File: config.mk
export PLATFORM = sky130hd
export DESIGN_NAME = sensor_sample_logger
export DESIGN_NICKNAME = d
export VERILOG_FILES = /design/src/rtl/sensor_sample_logger.sv
export SDC_FILE = /design/constraint.sdc
export NUM_CORES = 1
export LEC_CHECK = 0
export CORE_ASPECT_RATIO = 0.75
export CORE_UTILIZATION = 38
export DETAILED_ROUTE_END_ITERATION = 10
export PLACE_DENSITY = 0.56
export RECOVER_POWER = 50
export SLEW_MARGIN = 20
export SYNTH_ARGS = -nofsm -noshare
export SYNTH_HDL_FRONTEND = slang
export SYNTH_SLANG_ARGS = --single-unit
File: constraint.sdc
create_clock -name clock_in -period 4.3 [get_ports clock_in]
set_input_delay 1.075 -clock clock_in [delete_from_list [all_inputs] [get_ports clock_in]]
set_output_delay 1.075 -clock clock_in [all_outputs]
set_load 0.01 [all_outputs]
File: src/rtl/sensor_sample_logger.sv
// Single-channel ADC sample logger: channel filter, offset subtraction with
// zero saturation, decimation, and a circular store with snapshot or ring modes.
module sensor_sample_logger #(
  parameter int DATA_W    = 12,
  parameter int CHAN_W    = 5,
  parameter int CHANNEL   = 17,
  parameter int OFFSET    = 3431,
  parameter int DECIM     = 100000,
  parameter int DEPTH     = 32,
  parameter int ADDR_W    = 5,
  parameter int HIGH_MARK = 30
) (
  input  logic              clock_in,
  input  logic              reset_n,
  input  logic              mode,
  input  logic              sample_valid,
  input  logic [CHAN_W-1:0] sample_channel,
  input  logic [DATA_W-1:0] sample_data,
  input  logic              rd_req,
  output logic [DATA_W-1:0] rd_data,
  output logic              rd_valid,
  output logic [ADDR_W:0]   level,
  output logic              draining,
  output logic [15:0]       dropped
);

  localparam int LVL_W = ADDR_W + 1;
  localparam int CNT_W = $clog2(DECIM);
  localparam logic [CNT_W-1:0]  CNT_MAX  = CNT_W'(DECIM - 1);
  localparam logic [CHAN_W-1:0] CHAN_SEL = CHAN_W'(CHANNEL);
  localparam logic [DATA_W-1:0] OFF      = DATA_W'(OFFSET);
  localparam logic [LVL_W-1:0]  DEPTH_L  = LVL_W'(DEPTH);
  localparam logic [LVL_W-1:0]  HM_L     = LVL_W'(HIGH_MARK);

  typedef enum logic {FILL = 1'b0, DRAIN = 1'b1} state_t;

  state_t              state, state_next;
  logic [DATA_W-1:0]   mem [DEPTH];
  logic [ADDR_W-1:0]   wr_ptr, rd_ptr;
  logic [LVL_W-1:0]    level_q, level_next;
  logic [CNT_W-1:0]    dec_cnt;
  logic [DATA_W-1:0]   latest;
  logic                latest_ok;
  logic                mode_q, mode_prev;

  logic capture, tick, flush, ring, full, empty;
  logic wr_req, wr_ok, pop_ok, overwrite;

  // Read handshake: rd_req is a one-cycle request; an accepted pop answers
  // with rd_valid high for exactly one cycle, qualifying rd_data. There is no
  // back-pressure; a request against an empty or non-draining store is dropped.
  always_comb begin
    capture   = sample_valid && (sample_channel == CHAN_SEL);
    tick      = (dec_cnt == CNT_MAX);
    flush     = (mode_q != mode_prev);
    ring      = mode_q;
    full      = (level_q == DEPTH_L);
    empty     = (level_q == '0);
    wr_req    = tick && latest_ok;
    pop_ok    = !flush && rd_req && !empty && (ring || state == DRAIN);
    wr_ok     = !flush && wr_req && (ring || state == FILL);
    overwrite = wr_ok && ring && full && !pop_ok;

    level_next = level_q;
    if (flush) begin
      level_next = '0;
    end else begin
      unique case ({wr_ok, pop_ok})
        2'b10:   level_next = overwrite ? level_q : level_q + LVL_W'(1);
        2'b01:   level_next = level_q - LVL_W'(1);
        default: level_next = level_q;
      endcase
    end
  end

  always_comb begin
    state_next = state;
    if (flush || ring) begin
      state_next = FILL;
    end else begin
      unique case (state)
        FILL:    if (level_next == HM_L) state_next = DRAIN;
        DRAIN:   if (level_next == '0)   state_next = FILL;
        default: state_next = FILL;
      endcase
    end
  end

  always_ff @(posedge clock_in or negedge reset_n) begin
    if (!reset_n) state <= FILL;
    else          state <= state_next;
  end

  always_ff @(posedge clock_in or negedge reset_n) begin
    if (!reset_n) begin
      dec_cnt   <= '0;
      mode_q    <= 1'b0;
      mode_prev <= 1'b0;
      latest    <= '0;
      latest_ok <= 1'b0;
    end else begin
      dec_cnt   <= tick ? '0 : dec_cnt + CNT_W'(1);
      mode_q    <= mode;
      mode_prev <= mode_q;
      if (capture) begin
        latest    <= (sample_data >= OFF) ? sample_data - OFF : '0;
        latest_ok <= 1'b1;
      end
    end
  end

  always_ff @(posedge clock_in or negedge reset_n) begin
    if (!reset_n) begin
      wr_ptr   <= '0;
      rd_ptr   <= '0;
      level_q  <= '0;
      rd_data  <= '0;
      rd_valid <= 1'b0;
      dropped  <= '0;
    end else begin
      level_q  <= level_next;
      rd_valid <= pop_ok;
      if (pop_ok) rd_data <= mem[rd_ptr];
      if (flush) begin
        wr_ptr <= '0;
        rd_ptr <= '0;
      end else begin
        if (wr_ok)               wr_ptr <= wr_ptr + ADDR_W'(1);
        if (pop_ok || overwrite) rd_ptr <= rd_ptr + ADDR_W'(1);
      end
      if (overwrite && dropped != 16'hFFFF) dropped <= dropped + 16'd1;
    end
  end

  // Storage carries no reset; level and pointers define which entries are live.
  always_ff @(posedge clock_in) begin
    if (wr_ok) mem[wr_ptr] <= latest;
  end

  assign level    = level_q;
  assign draining = (state == DRAIN);

endmodule

---- Yosys cells after proc, flatten, opt, wreduce, memory -nomap -nowiden ----
Memories as Yosys holds them, arrays and structs flattened. A register that Yosys moved wholly into a read port is not among the register bits.
Index checks and enable logic that the tools add are counted.
word-level totals
  bits in registers ....................... 66
  bits in latches ......................... 0
  bits in writable memories ............... 384
  memory bits (read-only) ................. 0
  output and inout port bits .............. 36
  logic and storage cells ................. 67
  memories ................................ 1
memories
  memory  words  bits a word  rd ports  clocked after memory_dff  write ports  line  source
  mem     32     12           1         1                         1            38    logic [DATA_W-1:0] mem [DEPTH];
cells by class
  $add $sub $neg .......................... 7
  multiply operators ...................... 0
  divide/modulo/power cells ............... 0
  $lt $le $gt $ge ......................... 1
  equal/unequal tests ..................... 8
  shifts and indexed selects .............. 0
  multiplexer cells ....................... 15
  bitwise gates (word level) .............. 1
  reduce and logical (&&, ||, !) cells .... 23
operator list
  cell                                                        count
  two-way mux 5 bit                                           4
  adder 17 x 1 -> 17 bit (second input constant)              1
  equality test 17 bit (second input constant)                1
  two-way mux 17 bit                                          1
  adder 16 x 1 -> 16 bit (second input constant)              1
  != test 16 bit (second input constant)                      1
  greater-or-equal comparator 12 bit (second input constant)  1
  logical NOT 6 bit                                           2
  two-way mux 12 bit                                          1
  two-way mux 6 bit                                           2
  one-hot mux 6 bit (2 select lines)                          1
  subtractor 12 bit (second input constant)                   1
  logical AND 1 bit                                           11
  adder 5 x 1 -> 5 bit (second input constant)                2
  adder 6 x 1 -> 6 bit (second input constant)                1
  equality test 6 x 5 -> 1 bit (second input constant)        1
  equality test 6 bit (second input constant)                 1
  subtractor 6 x 1 -> 6 bit (second input constant)           1
  equality test 5 bit (second input constant)                 1
  two-way mux 1 bit                                           5
  logical NOT 1 bit                                           4
  logical OR 1 bit                                            4
  nonzero test 2 bit                                          2
  equality test 2 x 1 -> 1 bit (second input constant)        1
  other kinds (4)                                             4

---- Longest topological paths before layout ----
Gate-level depths: netlist (run 1).
  word-level depth ........................ 14
  gate-level depth with buffers ........... 16
  depth with buffers taken out ............ 14

---- Worst setup path before layout (run 1) ----
Ideal clock, no wire load.
  kind .................................... input -> register
  from .................................... input port rd_req
  to ...................................... register state (netlist: draining)
  arrival ................................. 3.450 ns
  data required time ...................... 4.169 ns
  setup slack ............................. 0.719 ns
  stages .................................. 13
  buffers on the path ..................... 2
  cell sequence ........................... o211ai_1 -> a21oi_1 -> clkbuf_1 -> inv_1 -> ha_1 -> clkbuf_1 -> and3_1 -> a32oi_1 -> o211a_1 -> nor2_1 -> or2_2 -> o41ai_2 -> a31oi_1
between the ends
  longest elaborated chain between the ends .. 12
  elaborated cells between the ends (all ways) .. 16
ends and longest elaborated chain
  element                                                                   line    source
  start, declared                                                           19      input logic rd_req,
  logical AND 1 bit (*) (3 in series)                                       60      pop_ok = !flush && rd_req && !empty && (ring || state == DRAIN);
  named net pop_ok                                                          47      logic wr_req, wr_ok, pop_ok, overwrite;
  logical NOT 1 bit                                                         62      overwrite = wr_ok && ring && full && !pop_ok;
  logical AND 1 bit                                                         62
  two-way mux 6 bit                                                         69      2'b10: level_next = overwrite ? level_q : level_q + LVL_W'(1);
  one-hot mux 6 bit (2 select lines) (*)                                    68      unique case ({wr_ok, pop_ok})
  two-way mux 6 bit (*)                                                     65      if (flush) begin
  named net level_next[5]                                                   40      logic [LVL_W-1:0] level_q, level_next;
  equality test 6 x 5 -> 1 bit / logical NOT 6 bit (equally long branches)  82, 83
  two-way mux 1 bit (on tied branches)                                      82, 83
  one-hot mux 1 bit (2 select lines) (*)                                    81      unique case (state)
  two-way mux 1 bit (*)                                                     78      if (flush || ring) begin
  named net state_next                                                      37      state_t state, state_next;
  end signal, assigned                                                      91      else state <= state_next;
  end, declared                                                             37
The timed path passes the listed nets; every way through them passes the cells marked *.
A chain may end at the register's enable or synchronous reset.

---- Worst setup path in the final report (run 1) ----
  from .................................... register mode_q
  to ...................................... register state (netlist: draining)
between the ends
  longest elaborated chain between the ends .. 14
  elaborated cells between the ends (all ways) .. 25
ends and longest elaborated chain
  element                                                                   line    source
  start, declared                                                           44      logic mode_q, mode_prev;
  start signal, assigned                                                    103     mode_q <= mode;
  != test 1 bit                                                             55      flush = (mode_q != mode_prev);
  logical NOT 1 bit                                                         60, 61
  logical AND 1 bit (on tied branches) (2 in series)                        61, 60
  logical AND 1 bit (on tied branches)                                      62, 60
  logical AND 1 bit / logical NOT 1 bit (equally long branches)             62
  logical AND 1 bit                                                         62
  two-way mux 6 bit                                                         69
  one-hot mux 6 bit (2 select lines)                                        68
  two-way mux 6 bit (*)                                                     65
  named net level_next[4]                                                   40
  equality test 6 x 5 -> 1 bit / logical NOT 6 bit (equally long branches)  82, 83
  two-way mux 1 bit (on tied branches)                                      82, 83
  one-hot mux 1 bit (2 select lines) (*)                                    81
  two-way mux 1 bit (*)                                                     78
  named net state_next                                                      37
Marked as above.

==> results.json, run 1 <==
{
  "synth_nets": 1014,
  "cts-resized-gates": 0,
  "cts_buffer_depth": 3,
  "cpPeakStageDelay_ps": 640,
  "setup_viol": 0,
  "design_power_total_mw": 8.98,
  "coreArea_um2": 47800,
  "hold_slack_ps": 438,
  "cts_tree": "yes",
  "hold_path_class": "flip-flop to flip-flop",
  "synth_commonest_cells": "384 x edfxtp_1, 120 x mux4_2, 78 x dfrtp_1, 77 x nor2_1, 37 x nand2_1",
  "ys_types": 61,
  "ir_worst_vdd_mv": 0.213,
  "synth_fa_ha_area_share_pct": 0.875,
  "pre_cts_ws_ps": 609,
  "synth_compound_area_share_pct": 2.23,
  "critPathRequiredTime_ps": 4770,
  "crit_top_cell": "inv_1",
  "antenna_found_initial": 2,
  "fin_crit_sh_pct": 81.8,
  "yosys_register_bits": 462,
  "yosys-mux-area-fraction_pct": 15.5,
  "finClkSkew_ps": 13.6,
  "worst_slack_ps": 783,
  "dr.pass1.iters": 5,
  "yosys_warnings": 0,
  "gp_congestion": 0.812,
  "netlist_instances": 979,
  "clk_pin_slew_ps": 60,
  "cts_hold_buffers": 0,
  "violations": "max-capacitance violations, max-slew violations",
  "critPathLaunchType": "flip-flop",
  "worstPathCellList": "inv_1 > ha_1 > inv_1 > o211ai_1 > a21oi_2 > inv_1 > ha_1 > a21bo_2 > o2111a_1 > o21a_1 > a211oi_1 > and3_1 > nand4_1 > a31oi_1",
  "p_leak_nw": 7.02,
  "synth_area_leader_cell": "edfxtp_1",
  "area_delta_synth_final_pct": 16.4,
  "post-cts-setup-buffer-count": 0,
  "yosysSeqAreaShare_pct": 72.6,
  "fin_crit_ps": 3520,
  "worstSetupPathType": "flip-flop to flip-flop",
  "dieHeight_um": 194,
  "portBuffers": 57,
  "routed_wl_mm": 42.7,
  "drtIter0Drc": 1007,
  "drc": 0,
  "crit_fanout": 16,
  "async_flop_share_pct": 16.9,
  "tightest_slew_ps": 1840,
  "synth_flop_cell": "edfxtp_1",
  "drv_cap": 6,
  "clock.fmax_ghz": 0.284,
  "initial_core_util_pct": 38.9,
  "root_buffer": "clkbuf_16",
  "p_per_area_nw_per_um2": 415,
  "syn_avg_cell_area_um2": 19.0,
  "vias": 9488,
  "grt_pass1_vias": 9428,
  "overflow": 0,
  "grt.total_usage_pct": 17.4,
  "netlist.area_leader.share_pct": 62.1,
  "diodes": 0,
  "cts_max_level": 2,
  "synthSimpleGateAreaFrac_pct": 5.33,
  "avgViaCountPerCell": 5.38,
  "nets": 1123,
  "worstPathArrival_ps": 3990,
  "rows": 69,
  "synth_most_common_cell": "edfxtp_1",
  "rsz0062_at_grt": "false",
  "wire_per_inst_um": 24.2,
  "fillers": 4091,
  "antenna_left": 0,
  "crit_path_top_delay_cell": "ha_1",
  "synth-xor-area-share_pct": 2.07,
  "grt_start_max_net_pins": 66,
  "syn_area_um2": 18600,
  "layout-drive-gt1-share_pct": 21.8,
  "cp-end-kind": "flip-flop",
  "io_pins": 58,
  "die-width_um": 257,
  "synth_edf_count": 384,
  "status": "complete, but fails checks",
  "clk_latency_ps": 550,
  "drv_slew": 232,
  "slew-limit-headroom_pct": -22.8,
  "clock-sinks": 462,
  "grt_pass1_wl_mm": 63.7,
  "synth_area_leaders": "edfxtp_1 62%, mux4_2 15%, dfrtp_1 11%",
  "die-area_um2": 49800,
  "final_util_pct": 45.2,
  "cts_made_buffers": 46,
  "dp_hpwl_mm": 26.5,
  "hold_violations": 0,
  "synth_top_family_by_area": "multiplexers",
  "final.setup.tns_ps": 0
}
flip-flops by register name, indices dropped and copies added (netlist names):
name       count
dec_cnt       17
draining       1
dropped       16
latest        12
latest_ok      1
level          6
mem          384
mode_prev      1
mode_q         1
rd_data       12
rd_ptr         5
rd_valid       1
wr_ptr         5
cell type report:
class	count	area [µm²]	share of cell area [%]
clock buffers	60	1230	5.71
clock inverters	24	240	1.11
inverters	22	82.6	0.382
multi-input cells	451	4830	22.3
flip-flops and latches	462	13500	62.4
well taps	639	800	3.70
repair buffers	105	953	4.41
kinds of logic (layout without fill, tap and decap cells):
kind of cell | after synthesis | in the layout
AO/OA/AOI/OAI | 62 | 62
adder cells (fa/ha/maj) | 13 | 13
XOR/XNOR | 44 | 44
AND/OR/NAND/NOR | 195 | 195
buffers and inverters | 66 | 211
multiplexers | 137 | 137
flip-flops | 462 | 462
routing by layer:
metal | global-route usage (%) | routed length, µm | vias up | share of wire, %
li1 | - | - | 4129 | -
met5 | 0 | 0 | - | 0
met3 | 3.85 | 3170 | 52 | 7.4
met4 | 3.20 | 528 | 0 | 1.2
met1 | 28.1 | 20900 | 4987 | 49
met2 | 23.9 | 18100 | 320 | 42
worst paths after layout:
path                                        from               endpoint  slack, ps  cells past startpoint
worst max-delay path            mode_q$_DFF_PN0_     draining$_DFF_PN0_        780                     14
worst min-delay path            mode_q$_DFF_PN0_    mode_prev$_DFF_PN0_        440                      0
worst max register to register  mode_q$_DFF_PN0_     draining$_DFF_PN0_        780                     14
worst min register to register  mode_q$_DFF_PN0_    mode_prev$_DFF_PN0_        440                      0
max in group asynchronous                reset_n  latest_ok$_DFFE_PN0P_       1860                      2
min in group asynchronous                reset_n  latest[8]$_DFFE_PN0P_       1010                      1
per-stage QoR:
step,cell area (µm²),cells
finish,21600,1763
global route,21600,1763
CTS,21700,1763
detailed placement,20200,1679
global placement,20200,1679
floorplan,18600,979
critical path: cells and delay by family, from the launching register on:
family	cells	cell delay [ps]
flops	1	390
fa+ha+maj	2	970
compound gates	7	1370
simple gates	2	320
buf+inv	3	400
power by group:
group / switching, mW / total (mW) / internal (mW)
combinational: 0.0713 / 0.102 / 0.0310
sequential: 0.0389 / 4.90 / 4.86
clock: 1.66 / 3.98 / 2.32
cell usage in the layout (no fill, tap or decap), types with 22 or more instances in the layout:
cell type | synthesis | layout
edfxtp_1 | 384 | 384
mux4_2 | 120 | 120
nor2_1 | 77 | 77
dfrtp_1 | 78 | 75
clkdlybuf4s50_1 | 0 | 55
clkbuf_16 | 0 | 47
buf_4 | 0 | 38
nand2_1 | 37 | 37
xor2_1 | 24 | 24
inv_1 | 22 | 22
Note: power is estimated with default switching activity, not from simulation.
==> run 2, diff against run 1 <==
clock period = 3.4 ns   (was 4.3 ns; I/O delays follow)
==> run 2 against run 1 <==
Effect of this change: the run still ends with max-capacitance violations, max-slew violations left; clock-buffer cell count shrank 2; utilization is 0.36 points higher; final area grew 0.80%; hold slack improved by 0.57 ps; total power rose by 27%; non-clock buffer count grew 22; first-iteration DRC count grew 9.2%; global-route usage decreased by 0.15 points; sequential share of layout area down 0.49 points; clock power is 28% higher; maximum frequency grew 11%; critical path type unchanged; largest power group unchanged; highest routed layer unchanged.
==> results.json, run 2 (synthesis results as in run 1) <==
{
  "dieHeight_um": 194,
  "antenna_left": 0,
  "cts_tree": "yes",
  "fin_crit_ps": 3180,
  "cts_max_level": 2,
  "die-width_um": 257,
  "seq_area_um2": 13500,
  "largestRegisters": "mem x384, dec_cnt x17, dropped x16",
  "dr.pass1.iters": 5,
  "cts_buffer_depth": 3,
  "hold_path_class": "flip-flop to flip-flop",
  "portBuffers": 57,
  "violations": "max-capacitance violations, max-slew violations",
  "tightest_slew_ps": 1820,
  "ff2ff_path_depth": 13,
  "clock.fmax_ghz": 0.315,
  "antenna_found_initial": 2,
  "die-area_um2": 49800,
  "min_path_cells": 0,
  "diodes": 0,
  "grt_pass1_vias": 9428,
  "cts_made_buffers": 47,
  "final_util_pct": 45.6,
  "critPathRequiredTime_ps": 3870,
  "cp-end-kind": "flip-flop",
  "crit_fanout": 11,
  "grt_start_max_net_pins": 55,
  "avgViaCountPerCell": 5.32,
  "layout-drive-gt1-share_pct": 22.9,
  "vias": 9498,
  "hold_violations": 0,
  "io_pins": 58,
  "routed_wl_mm": 42.2,
  "root_buffer": "clkbuf_16",
  "p_leak_nw": 7.12,
  "fin_crit_sh_pct": 93.4,
  "multi_input_area_um2": 4830,
  "status": "complete, but fails checks",
  "drtIter0Drc": 1100,
  "drc": 0,
  "coreArea_um2": 47800,
  "grt_pass1_wl_mm": 63.2,
  "worstSetupPathType": "flip-flop to flip-flop",
  "layout.cells.most_common": "edfxtp_1",
  "grt.total_usage_pct": 17.2,
  "clk_pin_slew_ps": 60,
  "regMostFlops": "mem",
  "clk_latency_ps": 550,
  "largest_reg_flops": 384,
  "ir_worst_vdd_mv": 0.286,
  "finClkSkew_ps": 11.0,
  "drv_cap": 6,
  "fillers": 4107,
  "overflow": 0,
  "setup_viol": 0,
  "worstPathArrival_ps": 3650,
  "p_per_area_nw_per_um2": 523,
  "final_cell_mix": "384 x edfxtp_1, 120 x mux4_2, 77 x nor2_1",
  "drv_slew": 201,
  "area_delta_synth_final_pct": 17.4,
  "clock-sinks": 462,
  "critPathLaunchType": "flip-flop",
  "rows": 69,
  "initial_core_util_pct": 38.9,
  "final.setup.tns_ps": 0,
  "rsz0062_at_grt": "false",
  "slew-limit-headroom_pct": -21.3,
  "dp_hpwl_mm": 26.4,
  "nets": 1146,
  "gp_congestion": 0.840,
  "cts_hold_buffers": 0,
  "post-cts-setup-buffer-count": 0,
  "wire_per_inst_um": 23.6
}
run 2: repair_timing:
item	CTS	global route
gates resized for setup	0	1
endpoints found under the setup margin	0	1
hold endpoints to repair	0	0
run 2: final cells by class:
| type | count | area share, % |
|---|---|---|
| timing repair buffer | 127 | 5.03 |
| inverter | 22 | 0.379 |
| clock inverter | 26 | 1.13 |
| tap | 639 | 3.67 |
| multi-input combinational | 451 | 22.2 |
| clock buffer | 58 | 5.78 |
| sequential | 462 | 61.9 |
run 2: routing by layer:
metal  GRT usage [%]  part of all wire (%)  routed length, µm
met5               0                     0                  0
met1            28.5                    51              21500
met4            3.27                   1.3                539
met3            4.05                   7.2               3030
met2            22.7                    41              17100
run 2: final timing paths:
path | start | end | slack, ps
min in group asynchronous | reset_n | dec_cnt[4]$_DFF_PN0_ | 630
max in group asynchronous | reset_n | dropped[0]$_DFFE_PN0P_ | 1620
hold / removal | mode_q$_DFF_PN0_ | mode_prev$_DFF_PN0_ | 440
setup reg to reg | dec_cnt[0]$_DFF_PN0_ | draining$_DFF_PN0_ | 220
setup / recovery | dec_cnt[0]$_DFF_PN0_ | draining$_DFF_PN0_ | 220
hold reg to reg | mode_q$_DFF_PN0_ | mode_prev$_DFF_PN0_ | 440
run 2: worst max-delay path, cell delays in order, from the launching register on:
cell and delay [ps]:
dfrtp_1 390, ha_1 220, and4_1 310, and4_1 240, and3_1 180, buf_4 180
ha_2 250, a21bo_2 240, o2111a_1 120, o21a_1 100, a211oi_1 420, and3_1 240
nand4_1 90, a31oi_1 140
run 2: stage by stage:
step	hold slack (ps)	power (mW)	setup slack [ps]	instances	instance area, µm²
6_report	439	11.4	223	1785	21800
5_1_grt	479	11.8	2.06	1785	21800
4_1_cts	376	11.5	253	1785	21900
3_5_place_dp	437	6.46	-61.2	1701	20400
3_3_place_gp	428	6.45	-0.501	1700	20300
2_1_floorplan	394	6.33	1.05	979	18600
run 2: power breakdown:
group	internal, mW	total, mW	switching [mW]
Sequential	6.15	6.19	0.0398
Clock	3.00	5.08	2.08
Combinational	0.0445	0.146	0.101
Total	9.19	11.4	2.22
